<file path="src/rtl/ws_inst_sequencer.sv">
// Weight-stationary tile instruction sequencer: emits the 34-bit core instruction word each cycle.
// Optional build macro SEQ_PERF_CNT_EN adds perf_cycles / stall_cycles counters.
module ws_inst_sequencer #(
    parameter int row     = 8,
    parameter int col     = 8,
    parameter int addr_bw = 11,
    parameter int inst_bw = 34
) (
    input  logic               clk,
    input  logic               reset,
    input  logic               start,
    input  logic [addr_bw-1:0] len,
    input  logic [addr_bw-1:0] w_base,
    input  logic [addr_bw-1:0] a_base,
    input  logic [addr_bw-1:0] p_base,
    input  logic               acc_en,
    input  logic               valid,
    output logic [inst_bw-1:0] inst,
    output logic               busy,
    output logic               done
`ifdef SEQ_PERF_CNT_EN
    ,
    output logic [31:0]        perf_cycles,
    output logic [31:0]        stall_cycles
`endif
);

    localparam int CW     = addr_bw + 1;
    localparam int B_ACC  = 33;
    localparam int B_PCEN = 32;
    localparam int B_PWEN = 31;
    localparam int B_PA   = 20;
    localparam int B_XCEN = 19;
    localparam int B_XWEN = 18;
    localparam int B_XA   = 7;
    localparam int B_OFRD = 6;
    localparam int B_L0RD = 3;
    localparam int B_L0WR = 2;
    localparam int B_EXEC = 1;
    localparam int B_LOAD = 0;

    localparam logic [inst_bw-1:0] IDLE_W = (inst_bw'(1) << B_PCEN) | (inst_bw'(1) << B_PWEN)
                                          | (inst_bw'(1) << B_XCEN) | (inst_bw'(1) << B_XWEN);

    typedef enum logic [2:0] {
        S_IDLE, S_W_FETCH, S_W_LOAD, S_W_SETTLE, S_A_FETCH, S_A_EXEC, S_DRAIN, S_DONE
    } state_t;

    state_t             r_state, w_state_nxt;
    logic [CW-1:0]      r_cnt, w_cnt_nxt;
    logic [CW-1:0]      r_rd_cnt, w_rd_cnt_nxt;
    logic [CW-1:0]      r_wr_cnt, w_wr_cnt_nxt;
    logic               r_pend, w_pend_nxt;
    logic               r_acc, w_acc_nxt;
    logic               w_rd, w_wr;
    logic [addr_bw-1:0] r_len, r_wb, r_ab, r_pb;
    logic [addr_bw-1:0] w_len_nxt, w_wb_nxt, w_ab_nxt, w_pb_nxt;
    logic [CW-1:0]      w_len_ext, w_len_nxt_ext;
    logic [inst_bw-1:0] r_inst, w_inst_nxt;
    logic               r_busy, r_done;

    assign w_len_ext     = {1'b0, r_len};
    assign w_len_nxt_ext = {1'b0, w_len_nxt};

    // Next-state and tile bookkeeping; the outgoing word is built from these next values
    // so every output register lines up with the state it describes.
    always_comb begin
        w_state_nxt  = r_state;
        w_cnt_nxt    = r_cnt;
        w_rd_cnt_nxt = r_rd_cnt;
        w_wr_cnt_nxt = r_wr_cnt;
        w_pend_nxt   = r_pend;
        w_acc_nxt    = r_acc;
        w_len_nxt    = r_len;
        w_wb_nxt     = r_wb;
        w_ab_nxt     = r_ab;
        w_pb_nxt     = r_pb;
        w_rd         = 1'b0;
        w_wr         = 1'b0;
        case (r_state)
            S_IDLE: begin
                w_acc_nxt = 1'b0;
                if (start) begin
                    w_len_nxt   = len;
                    w_wb_nxt    = w_base;
                    w_ab_nxt    = a_base;
                    w_pb_nxt    = p_base;
                    w_acc_nxt   = acc_en;
                    w_cnt_nxt   = '0;
                    w_state_nxt = (len == '0) ? S_DONE : S_W_FETCH;
                end
            end
            S_W_FETCH: begin
                if (r_cnt == CW'(row)) begin
                    w_state_nxt = S_W_LOAD;
                    w_cnt_nxt   = '0;
                end else begin
                    w_cnt_nxt = r_cnt + CW'(1);
                end
            end
            S_W_LOAD: begin
                if (r_cnt == CW'(row + col - 1)) begin
                    w_state_nxt = S_W_SETTLE;
                    w_cnt_nxt   = '0;
                end else begin
                    w_cnt_nxt = r_cnt + CW'(1);
                end
            end
            S_W_SETTLE: begin
                if (r_cnt == CW'(row + col - 1)) begin
                    w_state_nxt = S_A_FETCH;
                    w_cnt_nxt   = '0;
                end else begin
                    w_cnt_nxt = r_cnt + CW'(1);
                end
            end
            S_A_FETCH: begin
                if (r_cnt == w_len_ext) begin
                    w_state_nxt = S_A_EXEC;
                    w_cnt_nxt   = '0;
                end else begin
                    w_cnt_nxt = r_cnt + CW'(1);
                end
            end
            S_A_EXEC: begin
                if (r_cnt == w_len_ext - CW'(1)) begin
                    w_state_nxt  = S_DRAIN;
                    w_cnt_nxt    = '0;
                    w_rd_cnt_nxt = '0;
                    w_wr_cnt_nxt = '0;
                    w_pend_nxt   = 1'b0;
                end else begin
                    w_cnt_nxt = r_cnt + CW'(1);
                end
            end
            S_DRAIN: begin
                // A read issued this cycle turns into a psum write in the following cycle.
                if (r_wr_cnt == w_len_ext) begin
                    w_state_nxt = S_DONE;
                end else begin
                    w_rd         = valid && (r_rd_cnt < w_len_ext);
                    w_wr         = r_pend;
                    w_rd_cnt_nxt = r_rd_cnt + CW'(w_rd);
                    w_wr_cnt_nxt = r_wr_cnt + CW'(w_wr);
                    w_pend_nxt   = w_rd;
                end
            end
            S_DONE: begin
                w_state_nxt = S_IDLE;
                w_acc_nxt   = 1'b0;
            end
            default: w_state_nxt = S_IDLE;
        endcase
    end

    always_comb begin
        w_inst_nxt = IDLE_W;
        if (w_state_nxt != S_IDLE && w_state_nxt != S_DONE)
            w_inst_nxt[B_ACC] = w_acc_nxt;
        case (w_state_nxt)
            S_W_FETCH: begin
                if (w_cnt_nxt < CW'(row)) begin
                    w_inst_nxt[B_XCEN]              = 1'b0;
                    w_inst_nxt[B_XA +: addr_bw]     = w_wb_nxt + w_cnt_nxt[addr_bw-1:0];
                end
                if (w_cnt_nxt != '0)
                    w_inst_nxt[B_L0WR] = 1'b1;
            end
            S_W_LOAD: begin
                w_inst_nxt[B_L0RD] = 1'b1;
                w_inst_nxt[B_LOAD] = 1'b1;
            end
            S_A_FETCH: begin
                if (w_cnt_nxt < w_len_nxt_ext) begin
                    w_inst_nxt[B_XCEN]              = 1'b0;
                    w_inst_nxt[B_XA +: addr_bw]     = w_ab_nxt + w_cnt_nxt[addr_bw-1:0];
                end
                if (w_cnt_nxt != '0)
                    w_inst_nxt[B_L0WR] = 1'b1;
            end
            S_A_EXEC: begin
                w_inst_nxt[B_L0RD] = 1'b1;
                w_inst_nxt[B_EXEC] = 1'b1;
            end
            S_DRAIN: begin
                w_inst_nxt[B_OFRD] = w_rd;
                if (w_wr) begin
                    w_inst_nxt[B_PCEN]          = 1'b0;
                    w_inst_nxt[B_PWEN]          = 1'b0;
                    w_inst_nxt[B_PA +: addr_bw] = w_pb_nxt + r_wr_cnt[addr_bw-1:0];
                end
            end
            default: ;
        endcase
    end

    always_ff @(posedge clk or negedge reset) begin
        if (!reset) begin
            r_state  <= S_IDLE;
            r_cnt    <= '0;
            r_rd_cnt <= '0;
            r_wr_cnt <= '0;
            r_pend   <= 1'b0;
            r_acc    <= 1'b0;
            r_len    <= '0;
            r_wb     <= '0;
            r_ab     <= '0;
            r_pb     <= '0;
            r_inst   <= IDLE_W;
            r_busy   <= 1'b0;
            r_done   <= 1'b0;
        end else begin
            r_state  <= w_state_nxt;
            r_cnt    <= w_cnt_nxt;
            r_rd_cnt <= w_rd_cnt_nxt;
            r_wr_cnt <= w_wr_cnt_nxt;
            r_pend   <= w_pend_nxt;
            r_acc    <= w_acc_nxt;
            r_len    <= w_len_nxt;
            r_wb     <= w_wb_nxt;
            r_ab     <= w_ab_nxt;
            r_pb     <= w_pb_nxt;
            r_inst   <= w_inst_nxt;
            r_busy   <= (w_state_nxt != S_IDLE) && (w_state_nxt != S_DONE);
            r_done   <= (w_state_nxt == S_DONE);
        end
    end

    assign inst = r_inst;
    assign busy = r_busy;
    assign done = r_done;

`ifdef SEQ_PERF_CNT_EN
    logic [31:0] r_perf, r_stall;

    always_ff @(posedge clk or negedge reset) begin
        if (!reset) begin
            r_perf  <= '0;
            r_stall <= '0;
        end else if (r_state == S_IDLE && start) begin
            r_perf  <= '0;
            r_stall <= '0;
        end else begin
            if (r_busy && r_perf != '1)
                r_perf <= r_perf + 32'd1;
            if (r_state == S_DRAIN && !valid && r_stall != '1)
                r_stall <= r_stall + 32'd1;
        end
    end

    assign perf_cycles  = r_perf;
    assign stall_cycles = r_stall;
`endif

endmodule

</file>
<file path="config.mk">
export PLATFORM = sky130hd
export DESIGN_NAME = ws_inst_sequencer
export DESIGN_NICKNAME = d
export VERILOG_FILES = /design/src/rtl/ws_inst_sequencer.sv
export SDC_FILE = /design/constraint.sdc
export NUM_CORES = 1
export LEC_CHECK = 0
export BUFFER_PORTS_ARGS = -buffer_cell sky130_fd_sc_hd__clkbuf_2
export CORE_AREA = 2 2 131 133
export CTS_BUF_LIST = sky130_fd_sc_hd__clkbuf_8
export CTS_CLUSTER_SIZE = 30
export DETAILED_ROUTE_END_ITERATION = 7
export DIE_AREA = 0 0 133 135
export MAX_ROUTING_LAYER = met4
export PLACE_DENSITY_LB_ADDON = 0.25
export RECOVER_POWER = 25
export SYNTH_ARGS = -nofsm -noshare
export SYNTH_HDL_FRONTEND = slang
export SYNTH_SLANG_ARGS = --single-unit
</file>
<file path="constraint.sdc">
create_clock -name clk -period 5 [get_ports clk]
set_input_delay 0.25 -clock clk [delete_from_list [all_inputs] [get_ports clk]]
set_output_delay 0.25 -clock clk [all_outputs]
set_load 0.01 [all_outputs]
</file>
Yosys cells after proc, flatten, opt, wreduce, memory -nomap -nowiden
Cells that the tools add are included.

Register bits: 118. Bits in latches: 0. Memory bits (writable): 0. Memory bits (read-only): 0. Memories kept: 0.

$add $sub $neg: 7. Multipliers: 0. Div/mod/pow operators: 0. Order comparisons: 3. Eq/ne operators: 21. Shifts and indexed selects: 0. Mux-type cells: 52. Bitwise operators: 0. Reductions and logical operators: 11.

Operator list (number): 2-to-1 mux 11 bit (10); 2-to-1 mux 12 bit (8); case mux 12 bit (5 select lines) (1); case mux 12 bit (2 select lines) (2); adder 11 bit (3); 2-to-1 mux 13 bit (2); adder 12 x 1 -> 12 bit (2); == test 12 x 11 -> 1 bit (2); == test 12 x 4 -> 1 bit (second input constant) (2); == test 3 bit (second input constant) (8); < comparator 12 x 11 -> 1 bit (2); 2-to-1 mux 3 bit (8); case mux 3 bit (8 select lines) (1); case mux 11 bit (2 select lines) (1); 2-to-1 mux 1 bit (16); adder 12 x 1 -> 12 bit (second input constant) (1); == test 12 bit (1); < comparator 12 x 4 -> 1 bit (second input constant) (1); nonzero test 12 bit (1); subtractor 11 x 1 -> 12 bit (second input constant) (1); zero test 11 bit (1); == test 3 x 2 -> 1 bit (second input constant) (3); == test 3 x 1 -> 1 bit (second input constant) (2); case mux 1 bit (2 select lines) (3); other kinds (8) (12).

Longest topological paths before layout
Gate-level depths: netlist (run 1).

Word-level depth: 7. Mapped depth: 25. Gate-level depth less buffers: 21.

Worst setup path after synthesis (run 1)
Ideal clock, no wire load.

Kind: register to register. From: reg r_len[1]. To: reg r_inst[17] (netlist: inst[17]). Library setup time: 0.122 ns. Arrival: 5.043 ns. Data required time: 4.878 ns. Path slack: -0.165 ns. Cell stages (with the launch flop): 25. Buffers on the path: 3. Period minus slack after synthesis: 5.165 ns. Path through: dfrtp_1 clkbuf_1 inv_1 ha_1 nor3b_1 xor2_1 or4_1 a211oi_2 a211o_2 buf_4 and2_1 clkbuf_1 o21ai_0 a21oi_1 inv_1 ha_1 a21o_1 a21oi_1 nor2b_1 o21a_1 or4_1 a31oi_1 o21bai_1 xor2_1 a32o_1.

Cells in the longest elaborated chain, start to end: 7. Elaborated cells between the ends (all ways): 22. Those cells by class: add/sub: 3; order compare: 2; eq/ne: 5; mux: 12.

RTL lines: start: declaration (RTL line 56) `logic [addr_bw-1:0] r_len, r_wb, r_ab, r_pb;`; start signal: assignment (RTL line 219) `r_len <= w_len_nxt;`; subtractor 11 x 1 -> 12 bit (RTL line 126) `if (r_cnt == w_len_ext - CW'(1)) begin`; == test 12 bit (RTL line 126); 2-to-1 mux 12 bit (RTL line 126); case mux 12 bit (5 select lines) * (RTL line 80) `case (r_state)`; via w_cnt_nxt[2] (RTL line 50) `logic [CW-1:0] r_cnt, w_cnt_nxt;`; adder 11 bit (tied with other cells) (RTL line 176) `w_inst_nxt[B_XA +: addr_bw] = w_ab_nxt + w_cnt_nxt[addr_bw-1:0];`; 2-to-1 mux 11 bit (on tied branches) (RTL line 174, 162); case mux 11 bit (2 select lines) * (RTL line 160) `case (w_state_nxt)`; via w_inst_nxt[17] (RTL line 59) `logic [inst_bw-1:0] r_inst, w_inst_nxt;`; end signal: assignment (RTL line 223) `r_inst <= w_inst_nxt;`; end: declaration (RTL line 59).

The timed path passes the listed nets; every way through them passes the cells marked *. A chain may end at the register's enable or synchronous reset.

Final worst setup path (run 1)
From: reg r_len[4]. To: reg r_inst[16] (netlist: inst[16]).

The elaborated chain is that of the path after synthesis.

==> results of run 1 <==
-- synthesized netlist by cell type (all sizes together) (15+ instances only) --
cell type and instances:
clkbuf 25, nor3 15, nor2 66, nand2 40, mux2 34, a21o 16, dfrtp 115, xnor2 36
inv 41, xor2 39, o21ai 29, ha 57, a21oi 50, nand3 16
-- worst max-delay path by stage --
stage / slack (ns) / startpoint / cells after the start / to
final: 0.22 / r_len[4] / 19 / inst[16]
after CTS: 0.08 / r_len[4] / 19 / inst[16]
after detailed placement: 0.1 / r_len[4] / 19 / inst[16]
after global routing: -0.03 / r_len[6] / 19 / inst[17]
after global placement: 0.18 / r_cnt[7] / 18 / inst[17]
after floorplan: 0.08 / r_len[1] / 24 / inst[17]
-- area by class of cell --
type,count,share of cell area [%]
Sequential cell,117,33.5
Tap cell,220,3.15
Timing Repair Buffer,128,8.46
Multi-Input combinational cell,556,48.3
Clock buffer,23,3.62
Clock inverter,9,1.13
Inverter,41,1.76
-- kinds of logic after synthesis --
family	after synthesis	share of synthesized area (%)
AO/OA/AOI/OAI	165	15.5
XOR/XNOR	76	9.24
adder cells (fa/ha/maj)	60	10.5
buffers and inverters	78	4.46
flip-flops	117	39.9
multiplexers	35	5.34
other	2	0.102
AND/OR/NAND/NOR	217	15.0
-- metal layers --
metal / up-vias / track usage, %
li1: 2890 / -
met1: 2815 / 26.1
met2: 112 / 37.4
met3: 22 / 4.24
met4: 0 / 7.77
met5: - / -
-- cell usage in the layout (no fill, tap or decap), types with 25 or more instances in the layout --
cell        n
buf_4      44
a21oi_1    43
o21ai_0    25
xor2_1     39
xnor2_1    36
inv_1      41
dfrtp_1   114
nand2_1    39
clkbuf_1   30
clkbuf_2   51
nor2_1     65
mux2_2     34
ha_1       54
-- registers in the layout (all words and copies together), names as in the netlist --
| signal | cells |
|---|---|
| inst | 30 |
| r_cnt | 12 |
| r_rd_cnt | 12 |
| r_wr_cnt | 12 |
| r_ab | 11 |
| r_len | 11 |
| r_pb | 11 |
| r_wb | 11 |
| r_state | 3 |
| busy | 1 |
| done | 1 |
| r_acc | 1 |
| r_pend | 1 |
-- what timing repair did --
action,in CTS,in global routing
hold buffers,1,0
gates resized for setup,0,29
setup buffers,0,3
hold endpoints to repair,61,0
setup endpoints to repair,0,12
-- where the power goes --
group	internal [mW]	leakage, nW	switching, mW
combinational	1.16	2.51	1.33
clock	0.517	0.215	0.394
sequential	1.22	1.51	0.180
total	2.89	4.23	1.91
-- metrics by stage --
stage	hold WS (ns)	cell area, sq um	std cells	setup slack [ns]	TNS (ns)
floorplan	-0.0456	7360	751	0.0819	0
global placement	0.477	8210	1058	0.177	0
detailed placement	0.476	8210	1058	0.0974	0
CTS	0.0224	8640	1091	0.0797	0
global route	0.0383	8740	1094	-0.0262	-0.0662
finish	0.0503	8740	1094	0.225	0
-- worst max-delay path, cell delays in order (launching register included) --
cell	delay (ns)
dfrtp_1	0.46
or4_1	0.55
or4_1	0.41
o211a_1	0.17
a211oi_4	0.26
a211o_2	0.20
buf_4	0.14
nand2_1	0.09
a22o_4	0.27
buf_4	0.15
ha_1	0.29
a21o_1	0.17
a21oi_2	0.17
nor2b_1	0.07
o21a_1	0.19
or4_1	0.42
a31o_2	0.26
a21oi_2	0.14
xnor2_1	0.07
a32o_1	0.21
==> flow_summary.ini, run 1 <==
[detailed_routing]
met3_length_microns = 627
vias_per_cell = 5.34
top_layer_used = met4
met1_length_microns = 8080
routed_wl_microns = 18100
drc = 0
ant_nets = 0
routedWlPerCell_microns = 16.6
vias = 5839
first_pass_iters = 4
wl_met2_microns = 9110
drt_iter0_drc = 251

[yosys]
synth_cells = 750
synth.distinct_cells = 68
syn_area_sq_um = 7350
async_reset_ff_share_pct = 100
synth_top_cell_area_share_pct = 39.1
synth_area_leader_cell = dfrtp_1
synth_area_leaders = dfrtp_1 39%, ha_1 9.7%, mux2_2 5.2%
synth-seq-cells = 117
syn_area_per_cell_sq_um = 9.80
ys_warn_count = 0
synth_edf_count = 0
yosysSeqAreaShare_pct = 39.9
yosys_most_used_dff = dfrtp_1

[clocking]
cts_sinks = 117
clockBufferDepth = 2
insertion_delay_ns = 0.46
cts.reportedPaths.clkPinSlew_ns = 0.08
cts_tree = yes
root_buffer = clkbuf_8
cts_buffers = 17
htreeDepth = 4

[floorplanning]
die_h_microns = 135
die_w_microns = 133
rows = 47
die-area_sq_um = 18000
io_pins = 85
start_util_pct = 44.8
core_sq_um = 16400

[finish]
fin_util_pct = 53.3
fill_cells = 1502
multi_input_area_sq_um = 4220
regArea_sq_um = 2930
drive_above_1_share_pct = 23.0
diodes = 0
syn_to_final_growth_pct = 18.9
nNetsFinal = 970

[flow_run]
cap_violations = 1

[sta]
fin_crit_ns = 4.78
skew_ns = 0.0152
hold_viol = 0
rsz0062_at_grt = true
fmax_ghz = 0.209
maxSlewViolCount = 78
finalCritPeriodShare_pct = 95.5
setup_viol = 0
worst_pin_slew_ns = 1.93
relSlewSlack_pct = -28.5

[worst_setup_path]
r2r_cells = 19
crit_required_ns = 5.35
path_class = register to register
cp_data_arrival_time_ns = 5.13
worstSetupEndpointType = register
reg2reg_from = r_len[4]
critPathLaunchType = register
crit_path_max_fanout = 6
timing.reg2reg.setup_slack_ns = 0.22
reg2reg_to = inst[16]

[pwr]
finalPower_mw = 4.80
p_leak_nw = 4.23
irDropWorstVdd_mv = 0.341
cellPowerDensity_nw_per_um2 = 549

[run_status]
status = finished with violations
failed_checks = max-capacitance violations, max-slew violations

[global_routing]
grt_max_degree = 78
overflow = 0
grt_pass1_wl_microns = 29900
grt_pass1_vias = 5919
antenna_found_initial = 0
track_usage_pct = 22.0

[hold_path]
hp-class = input port to register
worstHoldEndpoint = r_pb[9]
hold_depth = 2
worstHoldStart = p_base[9]

[placement]
numPortBuffers = 81
gpl.final_weighted_congestion = 0.911
hpwl_microns = 13700
Note: power is estimated with default switching activity, not from simulation.
==> run 2: changes to the inputs <==
Settings changed: CORE_AREA 2 2 131 133 to 2 2 139 141, CTS_CLUSTER_SIZE 30 to 20, DIE_AREA 0 0 133 135 to 0 0 141 143.
==> run 2 against run 1 <==
The run still ends with max-capacitance violations, max-slew violations left. Clock-buffer cell count is 3 lower. Clock power is 12% higher. Setup slack better by 0.055 ns. Register-to-register slack better by 0.05 ns. Critical endpoint is now inst[13]. Sequential share of layout area is 0.13 points lower. Via count is 0.39% lower.
==> flow_summary.ini, run 2 (synthesis results as in run 1) <==
[pwr]
cellPowerDensity_nw_per_um2 = 557
irDropWorstVdd_mv = 0.313
p_leak_nw = 4.30
finalPower_mw = 4.89

[clocking]
cts_tree = yes
clockBufferDepth = 2
cts.reportedPaths.clkPinSlew_ns = 0.07
insertion_delay_ns = 0.45
cts_sinks = 117
root_buffer = clkbuf_8
cts_buffers = 17
htreeDepth = 4

[placement]
numPortBuffers = 81
post-place-cells = 1072
gpl.final_weighted_congestion = 0.955
hpwl_microns = 14400

[finish]
fill_cells = 1779
syn_to_final_growth_pct = 19.4
diodes = 0
final_cell_mix = 112 x dfrtp_1, 65 x nor2_1, 64 x clkbuf_2, 55 x ha_1, 48 x a21oi_1
mostFrequentLayoutCell = dfrtp_1
fin_cells = 1109
nNetsFinal = 971
fin_util_pct = 47.3
drive_above_1_share_pct = 23.9
largest_reg_flops = 30

[run_status]
failed_checks = max-capacitance violations, max-slew violations
status = finished with violations

[sta]
fin_crit_ns = 4.72
worst_pin_slew_ns = 3.68
maxSlewViolCount = 70
hold_viol = 0
finalCritPeriodShare_pct = 94.4
skew_ns = 0.0123
fmax_ghz = 0.212
relSlewSlack_pct = -145
setup_viol = 0

[worst_setup_path]
path_class = register to register
cp_data_arrival_time_ns = 5.10
r2r_cells = 20
reg2reg_to = inst[13]
crit_family = simple AND/OR/NAND/NOR gates
worstSetupEndpointType = register
crit_path_max_fanout = 12
slowest_delay_ns = 0.53
crit_required_ns = 5.38
critPathLaunchType = register
crit_slowest_cell = or4_1
reg2reg_from = r_len[4]
crit_buf_inv = 1
timing.reg2reg.setup_slack_ns = 0.28
cp_cell_sequence = or4_1, or4_1, o211a_1, a211oi_2, a211o_2, and2_4, nor2_1, o21ai_0, o31ai_2, ha_1, a21o_1, a21oi_1, nor2b_1, o21ai_0, a21oi_1, or3_1, or3_1, a211oi_2, buf_6, a32o_1

[detailed_routing]
drc = 0
vias_per_cell = 5.24
vias = 5816
drt_iter0_drc = 255
routedWlPerCell_microns = 17.0
first_pass_iters = 5
ant_nets = 0
routed_wl_microns = 18900

[global_routing]
overflow = 0
antenna_found_initial = 0
grt_max_degree = 70
track_usage_pct = 20.3
grt_pass1_vias = 5838
grt_pass1_wl_microns = 30700

[floorplanning]
start_util_pct = 39.6
io_pins = 85
rows = 50
core_sq_um = 18600
die_w_microns = 141
die_h_microns = 143
die-area_sq_um = 20200

[flow_run]
cap_violations = 1

[hold_path]
hold_depth = 2
hp-class = input port to register
worstHoldStart = p_base[3]
worstHoldEndpoint = r_pb[3]
run 2: changes by cell type in the layout (fill, tap and decap cells not counted), sizes merged:
cell | before | now
bufinv | 2 | 5
clkbuf | 104 | 101
clkinvlp | 2 | 0
buf | 46 | 47
clkinv | 4 | 5
inv | 42 | 43
run 2: power breakdown:
part	total (mW)	internal (mW)	switching, mW
clock	1.02	0.625	0.396
combinational	2.46	1.15	1.31
sequential	1.41	1.22	0.192
run 2: how the worst max path moves through the flow:
stage	from	endpoint	slack, ns	depth (start not counted)
2_1_floorplan	r_len[1]	inst[17]	0.08	24
3_3_place_gp	r_len[0]	inst[17]	0.20	19
3_5_place_dp	r_len[0]	inst[17]	0.12	19
4_1_cts	r_len[0]	inst[17]	0.12	19
5_1_grt	r_len[0]	inst[17]	-0.009	19
6_report	r_len[4]	inst[13]	0.28	20
run 2: layer usage:
layer | global-route usage [%] | up-vias | wire length [microns]
li1 | - | 2894 | -
met1 | 24.1 | 2745 | 8450
met4 | 10.0 | 0 | 714
met2 | 33.3 | 140 | 9040
met5 | - | - | 0
met3 | 3.59 | 37 | 680
run 2: area by class of cell:
cell class | instances | area [sq um] | share of cell area, %
well taps | 234 | 293 | 3.33
flip-flops and latches | 117 | 2930 | 33.4
multi-input cells | 556 | 4190 | 47.7
repair buffers | 129 | 751 | 8.55
clock inverters | 12 | 183 | 2.08
clock buffers | 20 | 275 | 3.13
inverters | 41 | 154 | 1.75
run 2: timing repair:
item / 4_1_cts / 5_1_grt
gates resized for setup: 0 / 21
hold buffers: 1 / 0
setup endpoints to repair: 0 / 12
buffers inserted: 0 / 4
endpoints found under the hold margin: 67 / 0
run 2: per-stage QoR:
step / instance area [sq um] / setup TNS (ns) / hold slack [ns] / setup WS, ns
6_report: 8780 / 0 / 0.0576 / 0.279
5_1_grt: 8780 / -0.00875 / 0.0313 / -0.00875
4_1_cts: 8690 / 0 / 0.0291 / 0.117
3_5_place_dp: 8220 / 0 / 0.416 / 0.116
3_3_place_gp: 8220 / 0 / 0.414 / 0.202
2_1_floorplan: 7360 / 0 / -0.0456 / 0.0819
==> run 3: changes to the inputs <==
Settings changed: GPL_TIMING_DRIVEN set to 0, PLACE_DENSITY set to 0.57, PLACE_DENSITY_LB_ADDON 0.25 to not set.
==> run 3 against run 2 <==
The flow still finishes with violations (max-capacitance violations, max-slew violations). Non-clock buffer count increased by 13. Wire length barely moved. Setup slack lost 0.14 ns. Sequential share of layout area shrank 0.72 points. Die area did not move. Cell area increased by 2.3%. Sequential power barely moved. Clock-buffer cell count grew 1. Critical path type unchanged. Critical endpoint is now inst[17].
==> flow_summary.ini, run 3 (synthesis results as in run 1) <==
[worst_setup_path]
r2r_cells = 17
crit_top_cell = clkbuf_4
reg2reg_from = r_state[1]
crit_path_max_fanout = 10
timing.reg2reg.setup_slack_ns = 0.14
crit_family = simple AND/OR/NAND/NOR gates
reg2reg_to = inst[17]
crit_required_ns = 5.33
cp_data_arrival_time_ns = 5.19
crit_cells = 17
crit_slowest_cell = or3_1
crit_buf_inv = 3
worstSetupEndpointType = register
path_class = register to register
slowest_delay_ns = 0.50
crit_path_start = r_state[1]
cp_cell_sequence = clkbuf_1, or3_1, nor2_1, clkbuf_4, clkbuf_4, mux2_2, ha_1, fa_1, a21o_1, a21oi_2, nor2b_1, o21a_1, or4_1, a31oi_1, o21bai_1, xor2_1, a32o_1
critPathLaunchType = register
cp-endpoint = inst[17]

[floorplanning]
die_h_microns = 143
start_util_pct = 39.6
rows = 50
die-area_sq_um = 20200
io_pins = 85
core_sq_um = 18600
die_w_microns = 141

[pwr]
irDropWorstVdd_mv = 0.326
cellPowerDensity_nw_per_um2 = 549
p_leak_nw = 4.42

[sta]
setup_viol = 0
fin_crit_ns = 4.86
maxSlewViolCount = 57
relSlewSlack_pct = -107
finalCritPeriodShare_pct = 97.2
rsz0062_at_grt = true
hold_slack_ns = 0.0480
worst_pin_slew_ns = 3.10
skew_ns = 0.0164
hold_viol = 0
fmax_ghz = 0.206

[finish]
drive_above_1_share_pct = 28.2
fin_util_pct = 48.4
syn_to_final_growth_pct = 22.2
fill_cells = 1746
largest_reg_flops = 30
mostFrequentLayoutCell = dfrtp_1
nNetsFinal = 984
fin_cells = 1122
diodes = 0
final_cell_mix = 109 x dfrtp_1, 85 x clkbuf_2, 65 x nor2_1, 55 x ha_1, 43 x a21oi_1
final_cell_area_sq_um = 8990

[global_routing]
grt_pass1_vias = 6010
track_usage_pct = 20.0
overflow = 0
grt_max_degree = 62
grt_pass1_wl_microns = 30400
antenna_found_initial = 0

[clocking]
cts_buffers = 17
root_buffer = clkbuf_8
clockBufferDepth = 2
cts_sinks = 117
cts_tree = yes
htreeDepth = 4
cts.reportedPaths.clkPinSlew_ns = 0.08
insertion_delay_ns = 0.45

[placement]
numPortBuffers = 81
hpwl_microns = 14000
placed_cell_area_sq_um = 8100
gpl.final_weighted_congestion = 0.933
post-place-cells = 1067

[detailed_routing]
vias_per_cell = 5.28
routedWlPerCell_microns = 16.8
routed_wl_microns = 18900
vias = 5928
first_pass_iters = 4
drt_iter0_drc = 277
drc = 0
ant_nets = 0

[flow_run]
cap_violations = 1

[run_status]
status = finished with violations
failed_checks = max-capacitance violations, max-slew violations

[hold_path]
hp-class = input port to register
hold_depth = 3
[run 3: changes by cell type in the layout (fill, tap and decap cells not counted), sizes merged]
cell and delta:
clkinv +1, buf -7, bufinv -2, clkbuf +21
[run 3: layer usage]
layer | GRT usage (%) | share of wire, % | wire length, microns | up-vias
met5 | - | 0 | 0 | -
met4 | 7.84 | 3.0 | 557 | 0
met3 | 3.96 | 3.4 | 649 | 34
met2 | 34.4 | 50 | 9420 | 132
met1 | 23.3 | 44 | 8240 | 2831
li1 | - | - | - | 2931
[run 3: final cells by class]
type                    instances  area (sq um)  area share, %
plain buffers                  28           164           1.82
flip-flops and latches        117          2940           32.7
repair buffers                114           682           7.59
multi-input cells             556          4340           48.2
well taps                     234           293           3.26
inverters                      41           154           1.71
clock buffers                  21           289           3.22
clock inverters                11           131           1.46
[run 3: how the worst min path moves through the flow]
stage                  endpoint      start
CTS                    r_len[5]     len[5]
detailed placement  r_rd_cnt[9]      reset
global placement        r_pb[7]    r_pb[7]
floorplan                  busy      reset
global route            r_wb[8]  w_base[8]
finish                 r_len[5]     len[5]
[run 3: where the power goes]
part           switching (mW)  leakage [nW]  internal, mW  total (mW)
combinational            1.37          2.69          1.24        2.61
sequential              0.193          1.50          1.22        1.41
clock                   0.381         0.228         0.539       0.920
total                    1.94          4.42          3.00        4.94
[run 3: worst register-to-register path: stages, from the launching register on]
cell,delay [ns]
dfrtp_1,0.36
clkbuf_1,0.20
or3_1,0.50
nor2_1,0.30
clkbuf_4,0.32
clkbuf_4,0.28
mux2_2,0.38
ha_1,0.22
fa_1,0.41
a21o_1,0.22
a21oi_2,0.17
nor2b_1,0.09
o21a_1,0.18
or4_1,0.43
a31oi_1,0.16
o21bai_1,0.09
xor2_1,0.16
a32o_1,0.27
[run 3: repair_timing]
action | CTS | global route
pin swaps | 16 | 12
buffers inserted | 22 | 7
endpoints found under the setup margin | 14 | 13
hold buffers | 1 | 0
endpoints found under the hold margin | 55 | 0
gates cloned | 2 | 0
resized for setup | 49 | 34
[run 3: through the flow]
| step | worst slack, ns | total power [mW] | setup TNS, ns |
|---|---|---|---|
| 2_1_floorplan | 0.0819 | 3.08 | 0 |
| 3_3_place_gp | -1.01 | 3.65 | -11.68 |
| 3_5_place_dp | -0.965 | 3.67 | -11.02 |
| 4_1_cts | -0.0930 | 4.82 | -0.910 |
| 5_1_grt | -0.104 | 5.32 | -0.313 |
| 6_report | 0.140 | 4.94 | 0 |
